## config.mk

```make
export PLATFORM = sky130hd
export DESIGN_NAME = fpa_array_loader
export DESIGN_NICKNAME = d
export VERILOG_FILES = /design/src/rtl/fpa_pkg.sv /design/src/rtl/fp_classify.sv /design/src/rtl/fpa_array_loader.sv
export SDC_FILE = /design/constraint.sdc
export NUM_CORES = 1
export LEC_CHECK = 0
export ABC_AREA = 1
export CORE_UTILIZATION = 25
export CTS_BUF_LIST = sky130_fd_sc_hd__clkbuf_4 sky130_fd_sc_hd__clkbuf_8
export CTS_CLUSTER_DIAMETER = 60
export DETAILED_ROUTE_END_ITERATION = 7
export SKIP_CTS_REPAIR_TIMING = 1
export SYNTH_ARGS = -nofsm -noshare
export SYNTH_HDL_FRONTEND = slang
export SYNTH_SLANG_ARGS = --single-unit
```

## constraint.sdc

```tcl
create_clock -name iCLK -period 3.75 [get_ports iCLK]
set_input_delay 0.75 -clock iCLK [delete_from_list [all_inputs] [get_ports iCLK]]
set_output_delay 0.75 -clock iCLK [all_outputs]
set_load 0.01 [all_outputs]
```

## src/rtl/fpa_pkg.sv

```systemverilog
// Shared types and constants for the FP array accumulator feeder.
package fpa_pkg;

  typedef enum logic [2:0] {
    IDLE,
    FILL,
    PAD,
    CLR,
    RUN,
    HOLD
  } loader_state_t;

  localparam logic [31:0] FP_POS_ZERO = 32'h0000_0000;
  localparam logic [31:0] FP_QNAN     = 32'h7FC0_0000;

  localparam logic [1:0] FPA_OP_ADD = 2'b00;
  localparam logic [1:0] FPA_OP_SUB = 2'b01;
  localparam logic [1:0] FPA_OP_MUL = 2'b10;
  localparam logic [1:0] FPA_OP_DIV = 2'b11;

  // Bit positions inside oFLAGS.
  localparam int unsigned FLAG_OVF   = 0;
  localparam int unsigned FLAG_UNF   = 1;
  localparam int unsigned FLAG_EXC   = 2;
  localparam int unsigned FLAG_NAN   = 3;
  localparam int unsigned FLAG_TMO   = 4;
  localparam int unsigned FLAG_WIDTH = 5;

endpackage

```

## src/rtl/fp_classify.sv

```systemverilog
// Combinational IEEE-754 single-precision classifier.
module fp_classify (
  input  logic [31:0] fp_i,
  output logic        is_nan_o,
  output logic        is_inf_o,
  output logic        is_zero_o
);

  logic [7:0]  exp_w;
  logic [22:0] mant_w;

  assign exp_w  = fp_i[30:23];
  assign mant_w = fp_i[22:0];

  // Sign is irrelevant to all three classes.
  assign is_nan_o  = (exp_w == 8'hFF) && (mant_w != 23'd0);
  assign is_inf_o  = (exp_w == 8'hFF) && (mant_w == 23'd0);
  assign is_zero_o = (exp_w == 8'h00) && (mant_w == 23'd0) && (fp_i[31] | ~fp_i[31]);

endmodule

```

## src/rtl/fpa_array_loader.sv

```systemverilog
// Collects an FP32 frame into an N+1 operand buffer, pads with +0.0, runs the accumulator
// and hands back its result and flags on a valid/ready result port.
module fpa_array_loader
  import fpa_pkg::*;
#(
  parameter int unsigned DATA_WIDTH  = 32,
  parameter int unsigned N           = 16,
  parameter int unsigned TIMEOUT_CYC = 64
) (
  input  logic                       iCLK,
  input  logic                       iNRESET,
  input  logic                       iS_VALID,
  input  logic [DATA_WIDTH-1:0]      iS_DATA,
  input  logic                       iS_LAST,
  output logic                       oS_READY,
  input  logic [1:0]                 iOPERATION,
  output logic [N:0][DATA_WIDTH-1:0] oFPA_NUMBERS,
  output logic [1:0]                 oFPA_OPERATION,
  output logic                       oFPA_CLR,
  output logic                       oFPA_EN,
  input  logic                       iFPA_DATA_VALID,
  input  logic [DATA_WIDTH-1:0]      iFPA_RESULT,
  input  logic                       iFPA_OVERFLOW,
  input  logic                       iFPA_UNDERFLOW,
  input  logic                       iFPA_EXCEPTION,
  output logic [DATA_WIDTH-1:0]      oRESULT,
  output logic [FLAG_WIDTH-1:0]      oFLAGS,
  output logic                       oRESULT_VALID,
  input  logic                       iRESULT_READY,
  output logic                       oBUSY
);

  localparam int unsigned CW = $clog2(N + 2);
  localparam int unsigned TW = $clog2(TIMEOUT_CYC + 1);
  localparam logic [CW-1:0] LastSlot = CW'(N);
  localparam logic [TW-1:0] TmoLast  = TW'(TIMEOUT_CYC - 1);

  loader_state_t               state_q, state_d;
  logic [CW-1:0]               cnt_q, cnt_d;
  logic [N:0][DATA_WIDTH-1:0]  buf_q, buf_d;
  logic [1:0]                  op_q, op_d;
  logic                        nan_q, nan_d;
  logic [TW-1:0]               tmo_q, tmo_d;
  logic [DATA_WIDTH-1:0]       res_q, res_d;
  logic [FLAG_WIDTH-1:0]       flags_q, flags_d;
  logic                        live_q;

  logic                        s_ready;
  logic                        accept;
  logic                        wr_en;
  logic [DATA_WIDTH-1:0]       wr_data;
  logic                        word_nan;
  logic                        word_inf;
  logic                        word_zero;

  fp_classify u_classify (
    .fp_i      (iS_DATA[31:0]),
    .is_nan_o  (word_nan),
    .is_inf_o  (word_inf),
    .is_zero_o (word_zero)
  );

  // live_q keeps the input port closed until the first clock after reset release.
  assign s_ready = live_q && ((state_q == IDLE) || (state_q == FILL));
  assign accept  = iS_VALID && s_ready;

  always_comb begin
    state_d = state_q;
    cnt_d   = cnt_q;
    op_d    = op_q;
    nan_d   = nan_q;
    tmo_d   = tmo_q;
    res_d   = res_q;
    flags_d = flags_q;
    wr_en   = 1'b0;
    wr_data = iS_DATA;

    case (state_q)
      IDLE: begin
        if (accept) begin
          wr_en = 1'b1;
          op_d  = iOPERATION;
          nan_d = word_nan;
          cnt_d = CW'(1);
          if (N == 0) begin
            state_d = CLR;
          end else if (iS_LAST) begin
            state_d = PAD;
          end else begin
            state_d = FILL;
          end
        end
      end
      FILL: begin
        if (accept) begin
          wr_en = 1'b1;
          nan_d = nan_q | word_nan;
          cnt_d = cnt_q + CW'(1);
          if (cnt_q == LastSlot) begin
            state_d = CLR;
          end else if (iS_LAST) begin
            state_d = PAD;
          end
        end
      end
      PAD: begin
        wr_en   = 1'b1;
        wr_data = DATA_WIDTH'(FP_POS_ZERO);
        cnt_d   = cnt_q + CW'(1);
        if (cnt_q == LastSlot) begin
          state_d = CLR;
        end
      end
      CLR: begin
        tmo_d   = '0;
        state_d = RUN;
      end
      RUN: begin
        tmo_d = tmo_q + TW'(1);
        // A result arriving on the timeout cycle takes priority.
        if (iFPA_DATA_VALID) begin
          res_d             = iFPA_RESULT;
          flags_d           = '0;
          flags_d[FLAG_OVF] = iFPA_OVERFLOW;
          flags_d[FLAG_UNF] = iFPA_UNDERFLOW;
          flags_d[FLAG_EXC] = iFPA_EXCEPTION;
          flags_d[FLAG_NAN] = nan_q;
          state_d           = HOLD;
        end else if (tmo_q == TmoLast) begin
          res_d             = DATA_WIDTH'(FP_QNAN);
          flags_d           = '0;
          flags_d[FLAG_NAN] = nan_q;
          flags_d[FLAG_TMO] = 1'b1;
          state_d           = HOLD;
        end
      end
      HOLD: begin
        if (iRESULT_READY) begin
          state_d = IDLE;
        end
      end
      default: state_d = IDLE;
    endcase
  end

  always_comb begin
    buf_d = buf_q;
    for (int unsigned i = 0; i <= N; i++) begin
      if (wr_en && (cnt_q == CW'(i))) begin
        buf_d[i] = wr_data;
      end
    end
  end

  always_ff @(posedge iCLK or negedge iNRESET) begin
    if (!iNRESET) begin
      state_q <= IDLE;
      cnt_q   <= '0;
      buf_q   <= '0;
      op_q    <= '0;
      nan_q   <= 1'b0;
      tmo_q   <= '0;
      res_q   <= '0;
      flags_q <= '0;
      live_q  <= 1'b0;
    end else begin
      state_q <= state_d;
      cnt_q   <= cnt_d;
      buf_q   <= buf_d;
      op_q    <= op_d;
      nan_q   <= nan_d;
      tmo_q   <= tmo_d;
      res_q   <= res_d;
      flags_q <= flags_d;
      live_q  <= 1'b1;
    end
  end

  assign oS_READY       = s_ready;
  assign oFPA_NUMBERS   = buf_q;
  assign oFPA_OPERATION = op_q;
  assign oFPA_CLR       = (state_q == CLR);
  assign oFPA_EN        = (state_q == RUN);
  assign oRESULT        = res_q;
  assign oFLAGS         = flags_q;
  assign oRESULT_VALID  = (state_q == HOLD);
  assign oBUSY          = (state_q != IDLE);

  logic unused_class;
  assign unused_class = word_inf ^ word_zero;

endmodule

```

Yosys cells after proc, flatten, opt, wreduce, memory -nomap -nowiden
Cells that the tools add are included.
Word-level totals
  register bits: 600
  input bits: 75
  output and inout port bits: 588
  word-level logic and storage cells: 116
Operators by class
  add/sub/neg operators: 2
  equality and inequality tests: 29
  mux-type cells: 24
  bitwise logic cells: 1
  reductions and logical operators: 35
Operators with widths (count)
  32-bit two-way mux: 3
  5-bit by 4-bit == test with 1-bit output (second input constant): 8
  3-bit two-way mux: 8
  23-bit nonzero test: 1
  5-bit by 3-bit == test with 1-bit output (second input constant): 4
  1-bit logical AND: 20
  5-bit two-way mux: 4
  3-bit one-hot mux with 6 select lines: 1
  5-bit one-hot mux with 3 select lines: 1
  7-bit one-hot mux with 2 select lines: 1
  5-bit by 2-bit == test with 1-bit output (second input constant): 2
  8-bit == test (second input constant): 1
  7-bit by 1-bit adder with 7-bit output (second input constant): 1
  7-bit by 6-bit == test with 1-bit output (second input constant): 1
  3-bit by 2-bit == test with 1-bit output (second input constant): 2
  3-bit == test (second input constant): 2
  2-bit != test (second input constant): 3
  3-bit AND reduction: 2
  6-bit AND reduction: 1
  2-bit nonzero test: 3
  3-bit nonzero test: 2
  5-bit by 1-bit adder with 5-bit output (second input constant): 1
  5-bit by 1-bit == test with 1-bit output (second input constant): 1
  5-bit == test (second input constant): 1
  other kinds (13): 17

Depth between registers and ports, before layout
Gate-level depths: netlist (run 1).
  depth in word-level cells: 7
  gate-level depth with buffers: 10
  depth with buffers taken out: 9

By module
A second synthesis (run 1) with hierarchy kept.
Second synthesis, totals
  cell total of the unflattened synthesis: 2162
  area, all modules: 22087.4 um^2
By module, submodules not included
  fpa_array_loader: times used 1, cells each 2126, area each 21944.8 um^2, seq. area each 15014.4 um^2
  fp_classify: times used 1, cells each 36, area each 142.6 um^2, seq. area each 0.0 um^2

Worst setup path after synthesis (run 1)
No wires, ideal clock.
  kind: input-to-reg
  start: in iS_VALID
  end: reg buf_q (netlist bit oFPA_NUMBERS[100])
  arrival time: 1.604 ns
  required time: 3.616 ns
  slack: 2.012 ns
  stages: 7
  buffers on the path: 2
  cells stage by stage: nand3_1 > nand2_2 > buf_6 > nand4_4 > buf_2 > nand2_1 > o21ai_0
On the way
  longest elaborated chain between the ends: 4
Ends and longest elaborated chain
  from (decl): line fpa_array_loader.sv:12  | input logic iS_VALID,
  1-bit logical AND: line fpa_array_loader.sv:65  | assign accept = iS_VALID && s_ready;
  1-bit two-way mux: line fpa_array_loader.sv:80, fpa_array_loader.sv:95
  1-bit one-hot mux with 2 select lines: line fpa_array_loader.sv:78  | case (state_q)
  1-bit logical AND: line fpa_array_loader.sv:149  | if (wr_en && (cnt_q == CW'(i))) begin
  to (signal assigned): line fpa_array_loader.sv:169  | buf_q <= buf_d;
  to (decl): line fpa_array_loader.sv:40  | logic [N:0][DATA_WIDTH-1:0] buf_q, buf_d;
Every way passes these cells.
A chain may end at the register's enable or synchronous reset.

Worst setup path in the final report (run 1)
  start: reg state_q[1]
  end: out oFPA_EN
On the way
  longest elaborated chain between the ends: 1
Ends and longest elaborated chain
  from (decl): line fpa_array_loader.sv:38  | loader_state_t state_q, state_d;
  from (signal assigned): line fpa_array_loader.sv:167  | state_q <= state_d;
  3-bit == test: line fpa_array_loader.sv:183  | assign oFPA_EN = (state_q == RUN);
  to (decl): line fpa_array_loader.sv:20  | output logic oFPA_EN,
Every way passes these cells.

==> impl_metrics.env, run 1 <==
export IMPL_internal_power_uw=16500
export IMPL_synthesis_nets=2246
export IMPL_cts_buffers=103
export IMPL_p_sw_uw=8650
export IMPL_wl_per_cell_um=20.2
export IMPL_yosysTopAreaCell="dfrtp_1"
export IMPL_synthCells=2165
export IMPL_postSynthAreaPerCell_um2=10.1
export IMPL_drive_above_1_share=0.0910
export IMPL_outcome="completed"
export IMPL_detail_route_antenna_nets=0
export IMPL_crit_path_end_kind="output pin"
export IMPL_combinationalPowerShare=0.360
export IMPL_drt_iter0_drc=1325
export IMPL_required_ns=3.00
export IMPL_cts_root_buf="clkbuf_8"
export IMPL_start_util=0.252
export IMPL_fin_nets=2923
export IMPL_max_cap_violations=0
export IMPL_clock_fmax_mhz=321
export IMPL_fp_dieH_um=298
export IMPL_path_clk_slew_ns=0.06
export IMPL_grt_antenna_before_repair=8
export IMPL_drc_errors=0
export IMPL_finalSetupViolCount=0
export IMPL_final_cell_mix="nand2_1 (678), clkdlybuf4s50_1 (661), dfrtp_1 (600), o21ai_0 (473), clkbuf_8 (134)"
export IMPL_seqPwrFrac=0.381
export IMPL_grt_setup_unrepaired="false"
export IMPL_p_clk_frac=0.259
export IMPL_finalSetupTns_ns=0
export IMPL_io_pins=663
export IMPL_tightest_slew_ns=1.20
export IMPL_cp_max_fo=9
export IMPL_synth_cell_types=28
export IMPL_grt_pass1_wl_mm=120
export IMPL_ctsHtreeMaxLevel=3
export IMPL_cp_arrival_ns=2.37
export IMPL_post_route_period_util=0.832
export IMPL_finalHoldViolCount=0
export IMPL_grt_pass1_vias=17500
export IMPL_swShare=0.344
export IMPL_max_slew_margin_rel=0.197
export IMPL_yosysWarningCount=0
export IMPL_die_width_um=298
export IMPL_period_minus_slack_ns=3.12
export IMPL_seq_area_frac_synth=0.684
export IMPL_synth_top_area_share=0.684
export IMPL_grt_use_total=0.183
export IMPL_final_common_cell="nand2_1"
export IMPL_ys_top_cells_by_area="dfrtp_1 (68%), nand2_1 (12%), o21ai_0 (11%)"
export IMPL_cpMaxStageDelayCell="clkdlybuf4s50_1"
export IMPL_critPathLaunchType="flop"
export IMPL_finalInstanceArea_um2=32300
export IMPL_vias=18000
export IMPL_viasPerCell=4.40
export IMPL_routed_wl_mm=82.5
export IMPL_dieArea_um2=88900
export IMPL_ys_ff_latch=600
export IMPL_critical_path_top_delay_family="buffers and inverters"
export IMPL_hold_path_class="input pin to async pin"
export IMPL_placed_area_um2=30000
export IMPL_critical_path_class="flop to output pin"
export IMPL_cts_tree="yes"
export IMPL_dp_hpwl_mm=55.8
export IMPL_synthToLayoutAreaGrowth_pct=47.2
export IMPL_cts_sinks=600
export IMPL_p_leak_uw=0.0143
export IMPL_gp_congestion=0.795
export IMPL_globalRouteOverflowTotal=0
export IMPL_rows=108
export IMPL_synth_area_um2=21900
export IMPL_clock_skew_ns=0.0287
export IMPL_vdd_drop_max_uv=413
export IMPL_clk_insertion_delay_late_ns=0.73
export IMPL_power_density_nw_per_um2=778
export IMPL_report_final_slew_viol_count=0
export IMPL_core_area_um2=86900
export IMPL_cts_buffer_depth=3
export IMPL_slowest_delay_ns=0.66
export IMPL_grt_max_degree=86
export IMPL_cp_num_buf_inv=2
export IMPL_firstDrtPassIters=6
export IMPL_worstPathCellList="nor2_1 -> nand2_2 -> clkinv_1 -> clkdlybuf4s50_1"
export IMPL_io_buffers=662
cells in the mapped netlist (all sizes together):
library cell  count
dfrtp           600
clkbuf           84
nor2             75
nor3             14
nand4            10
a21oi            39
a32o              1
nand3            15
and2              1
o22ai             3
clkinv            2
conb              1
ha                6
inv              28
o21ai           529
buf              64
nand2           692
xor2              1
worst reg2reg max path: stages (launching register included):
cell     delay, ns
dfrtp_1       0.46
inv_2         0.14
nand3_4       0.45
nand2_2       0.32
nand4_4       0.75
o21ai_0       0.52
power groups by stage:
stage | combinational, uW | sequential (uW) | clock, uW
global placement | 9070 | 9620 | 0
CTS | 9180 | 9590 | 6710
global route | 9810 | 9830 | 6960
finish | 9050 | 9590 | 6500
detailed placement | 9150 | 9650 | 0
floorplan | 2470 | 10500 | 0
per-layer routing:
metal | wire [um] | vias up | part of all wire | track usage
li1 | - | 8440 | - | -
met5 | 0 | - | 0 | 0
met4 | 2240 | 0 | 0.027 | 0.0678
met1 | 35100 | 8654 | 0.43 | 0.232
met3 | 7270 | 130 | 0.088 | 0.0592
met2 | 37900 | 747 | 0.46 | 0.291
cell type report:
| type | count | area, um2 |
|---|---|---|
| diodes | 3 | 7.51 |
| inverters | 30 | 113 |
| well taps | 1155 | 1450 |
| multi-input cells | 1387 | 6170 |
| clock buffers | 163 | 2060 |
| fillers | 8644 | 54600 |
| repair buffers | 720 | 7270 |
| flip-flops and latches | 600 | 15000 |
| clock inverters | 23 | 223 |
registers in the layout, indices dropped and copies added, names as in the netlist:
name	count
oFPA_NUMBERS	544
oFPA_OPERATION	2
live_q	1
nan_q	1
oRESULT	32
tmo_q	7
state_q	3
oFLAGS	5
cnt_q	5
worst paths after layout:
| check | from | end | slack (ns) | depth (start not counted) |
|---|---|---|---|---|
| worst min register to register | oFPA_OPERATION[0] | oFPA_OPERATION[0] | 0.47 | 2 |
| worst max register to register | state_q[2] | oFPA_NUMBERS[106] | 1.01 | 5 |
| worst min-delay path | iNRESET | oFPA_NUMBERS[79] | 0.03 | 1 |
| worst max-delay path | state_q[1] | oFPA_EN | 0.63 | 4 |
| min in group iCLK | oFPA_OPERATION[0] | oFPA_OPERATION[0] | 0.47 | 2 |
| max in group asynchronous | iNRESET | oFPA_NUMBERS[237] | 2.62 | 3 |
stage by stage:
stage | worst slack (ns) | util | std cells | total power [uW] | hold WS (ns)
global route | 0.470 | 0.372 | 4079 | 26600 | 0.0168
detailed placement | 0.642 | 0.345 | 3892 | 18800 | 0.458
finish | 0.631 | 0.372 | 4081 | 25100 | 0.0308
CTS | 0.507 | 0.372 | 4078 | 25500 | -0.0212
global placement | 0.721 | 0.345 | 3892 | 18700 | 0.453
floorplan | 2.01 | - | 2165 | 12900 | 0.450
cells by family after synthesis:
family                   Yosys count  share of synthesized area
adder cells (fa/ha/maj)            6                    0.00342
XOR/XNOR                           1                   0.000399
AND/OR/NAND/NOR                  807                      0.146
AO/OA/AOI/OAI                    572                      0.131
buffers and inverters            178                     0.0348
flip-flops                       600                      0.684
other                              1                   0.000171
Note: power is estimated with default switching activity, not from simulation.
==> run 2, diff against run 1 <==
==> constraint.sdc (replaced) <==
create_clock -name iCLK -period 2.86 [get_ports iCLK]
set_input_delay 0.572 -clock iCLK [delete_from_list [all_inputs] [get_ports iCLK]]
set_output_delay 0.572 -clock iCLK [all_outputs]
set_load 0.01 [all_outputs]
==> run 2 against run 1 <==
Against the previous run: global-route usage hardly changed; setup slack worse by 0.48 ns; non-clock buffer count is 36 higher; largest cell class unchanged; sequential cell count stayed put; register-to-register slack worse by 0.38 ns; critical path type unchanged; sequential share of layout area is 0.051 points higher; critical path depth stayed put; total power is 29% higher; combinational power is 34% higher.
==> impl_metrics.env, run 2 (synthesis gave the netlist of run 1 again) <==
export IMPL_outcome="completed"
export IMPL_final_common_cell="nand2_1"
export IMPL_hold_end="oRESULT[13]"
export IMPL_r2r_start="cnt_q[4]"
export IMPL_grt_pass1_wl_mm=121
export IMPL_tightest_slew_ns=0.891
export IMPL_dp_hpwl_mm=56.5
export IMPL_grt_max_degree=82
export IMPL_cp_max_fo=6
export IMPL_max_slew_margin_rel=0.406
export IMPL_required_ns=2.29
export IMPL_timing_hold_ws_ns=0.410
export IMPL_reg2reg_to="oFPA_NUMBERS[76]"
export IMPL_path_clk_slew_ns=0.06
export IMPL_cts_root_buf="clkbuf_8"
export IMPL_detail_route_antenna_nets=0
export IMPL_cp_arrival_ns=2.14
export IMPL_cp_num_buf_inv=3
export IMPL_min_delay_start="iFPA_RESULT[13]"
export IMPL_gp_congestion=0.800
export IMPL_drc_errors=0
export IMPL_crit_path_end_kind="output pin"
export IMPL_grt_use_total=0.183
export IMPL_min_delay_path_depth=3
export IMPL_internal_power_uw=21100
export IMPL_fp_dieH_um=298
export IMPL_finalHoldViolCount=0
export IMPL_drive_above_1_share=0.0962
export IMPL_routed_wl_mm=82.5
export IMPL_clock_skew_ns=0.0331
export IMPL_final_cell_mix="nand2_1 (678), clkdlybuf4s50_1 (659), dfrtp_1 (600), o21ai_0 (473), clkbuf_8 (123)"
export IMPL_crit_cells=4
export IMPL_reg2reg_depth=4
export IMPL_viasPerCell=4.37
export IMPL_critPathLaunchType="flop"
export IMPL_drt_iter0_drc=1338
export IMPL_worstPathCellList="inv_2 -> nand3_1 -> inv_1 -> clkdlybuf4s50_1"
export IMPL_start_util=0.252
export IMPL_vdd_drop_max_uv=586
export IMPL_clock_fmax_mhz=369
export IMPL_rows=108
export IMPL_cts_tree="yes"
export IMPL_finalPower_uw=32400
export IMPL_p_clk_frac=0.238
export IMPL_io_pins=663
export IMPL_largest_register_ffs=544
export IMPL_clk_insertion_delay_late_ns=0.71
export IMPL_combinationalPowerShare=0.373
export IMPL_setup_ws_ns=0.148
export IMPL_post_route_period_util=0.948
export IMPL_p_sw_uw=11200
export IMPL_cts_buffers=101
export IMPL_max_cap_violations=0
export IMPL_finalSetupViolCount=0
export IMPL_synthToLayoutAreaGrowth_pct=47.1
export IMPL_grt_pass1_vias=17700
export IMPL_period_minus_slack_ns=2.71
export IMPL_p_leak_uw=0.0143
export IMPL_r2r_slack_ns=0.63
export IMPL_final_core_util=0.371
export IMPL_ctsHtreeMaxLevel=3
export IMPL_report_final_slew_viol_count=0
export IMPL_vias=17900
export IMPL_power_density_nw_per_um2=1000
export IMPL_dp_slack_ns=0.352
export IMPL_slowest_delay_ns=0.57
export IMPL_grt_antenna_before_repair=9
export IMPL_globalRouteOverflowTotal=0
export IMPL_cts_buffer_depth=3
export IMPL_placed_area_um2=30200
export IMPL_seqPwrFrac=0.389
export IMPL_firstDrtPassIters=5
export IMPL_finalInstanceArea_um2=32300
export IMPL_hold_path_class="input pin to flop"
export IMPL_grt_setup_unrepaired="false"
export IMPL_swShare=0.347
export IMPL_wl_per_cell_um=20.1
export IMPL_cts_sinks=600
export IMPL_dieArea_um2=88900
export IMPL_cpMaxStageDelayCell="clkdlybuf4s50_1"
export IMPL_critical_path_top_delay_family="buffers and inverters"
export IMPL_io_buffers=662
export IMPL_critical_path_class="flop to output pin"
export IMPL_die_width_um=298
export IMPL_core_area_um2=86900
export IMPL_fin_nets=2957
## run 2: cell type report
| class | instances | area, um2 |
|---|---|---|
| Fill cell | 8650 | 54600 |
| Sequential cell | 600 | 15000 |
| Timing Repair Buffer | 756 | 7490 |
| Multi-Input combinational cell | 1387 | 6170 |
| Clock buffer | 153 | 1920 |
| Tap cell | 1155 | 1450 |
| Inverter | 30 | 113 |
| Clock inverter | 15 | 96.3 |
| Antenna cell | 6 | 15.0 |
## run 2: power groups by stage
stage	registers (uW)	logic, uW	clock network, uW
6_report	12600	12100	7720
2_1_floorplan	13700	3240	0
3_3_place_gp	12600	12100	0
4_1_cts	12600	12200	8000
3_5_place_dp	12700	12200	0
5_1_grt	12900	13000	8340
## run 2: stage by stage
stage	instances	TNS [ns]
CTS	4095	-0.174
detailed placement	3927	0
global route	4098	0
floorplan	2165	0
finish	4102	0
global placement	3927	0
## run 2: layer usage
metal	global-route usage	part of all wire
met3	0.0578	0.083
met2	0.286	0.45
met4	0.0650	0.029
met1	0.237	0.43
met5	0	0
## run 2: worst min-delay path: stages
cell             delay [ns]
clkdlybuf4s50_1        0.39
nand2_1                0.06
nand2_1                0.05
## run 2: worst max path at each step
stage | from | endpoint | slack [ns]
2_1_floorplan | cnt_q[0] | oFPA_NUMBERS[502] | 1.23
3_3_place_gp | iS_VALID | oFPA_NUMBERS[106] | 0.39
3_5_place_dp | iS_VALID | oFPA_NUMBERS[104] | 0.35
4_1_cts | state_q[1] | oFPA_EN | -0.14
5_1_grt | state_q[2] | oFPA_CLR | 0.01
6_report | state_q[2] | oFPA_CLR | 0.15
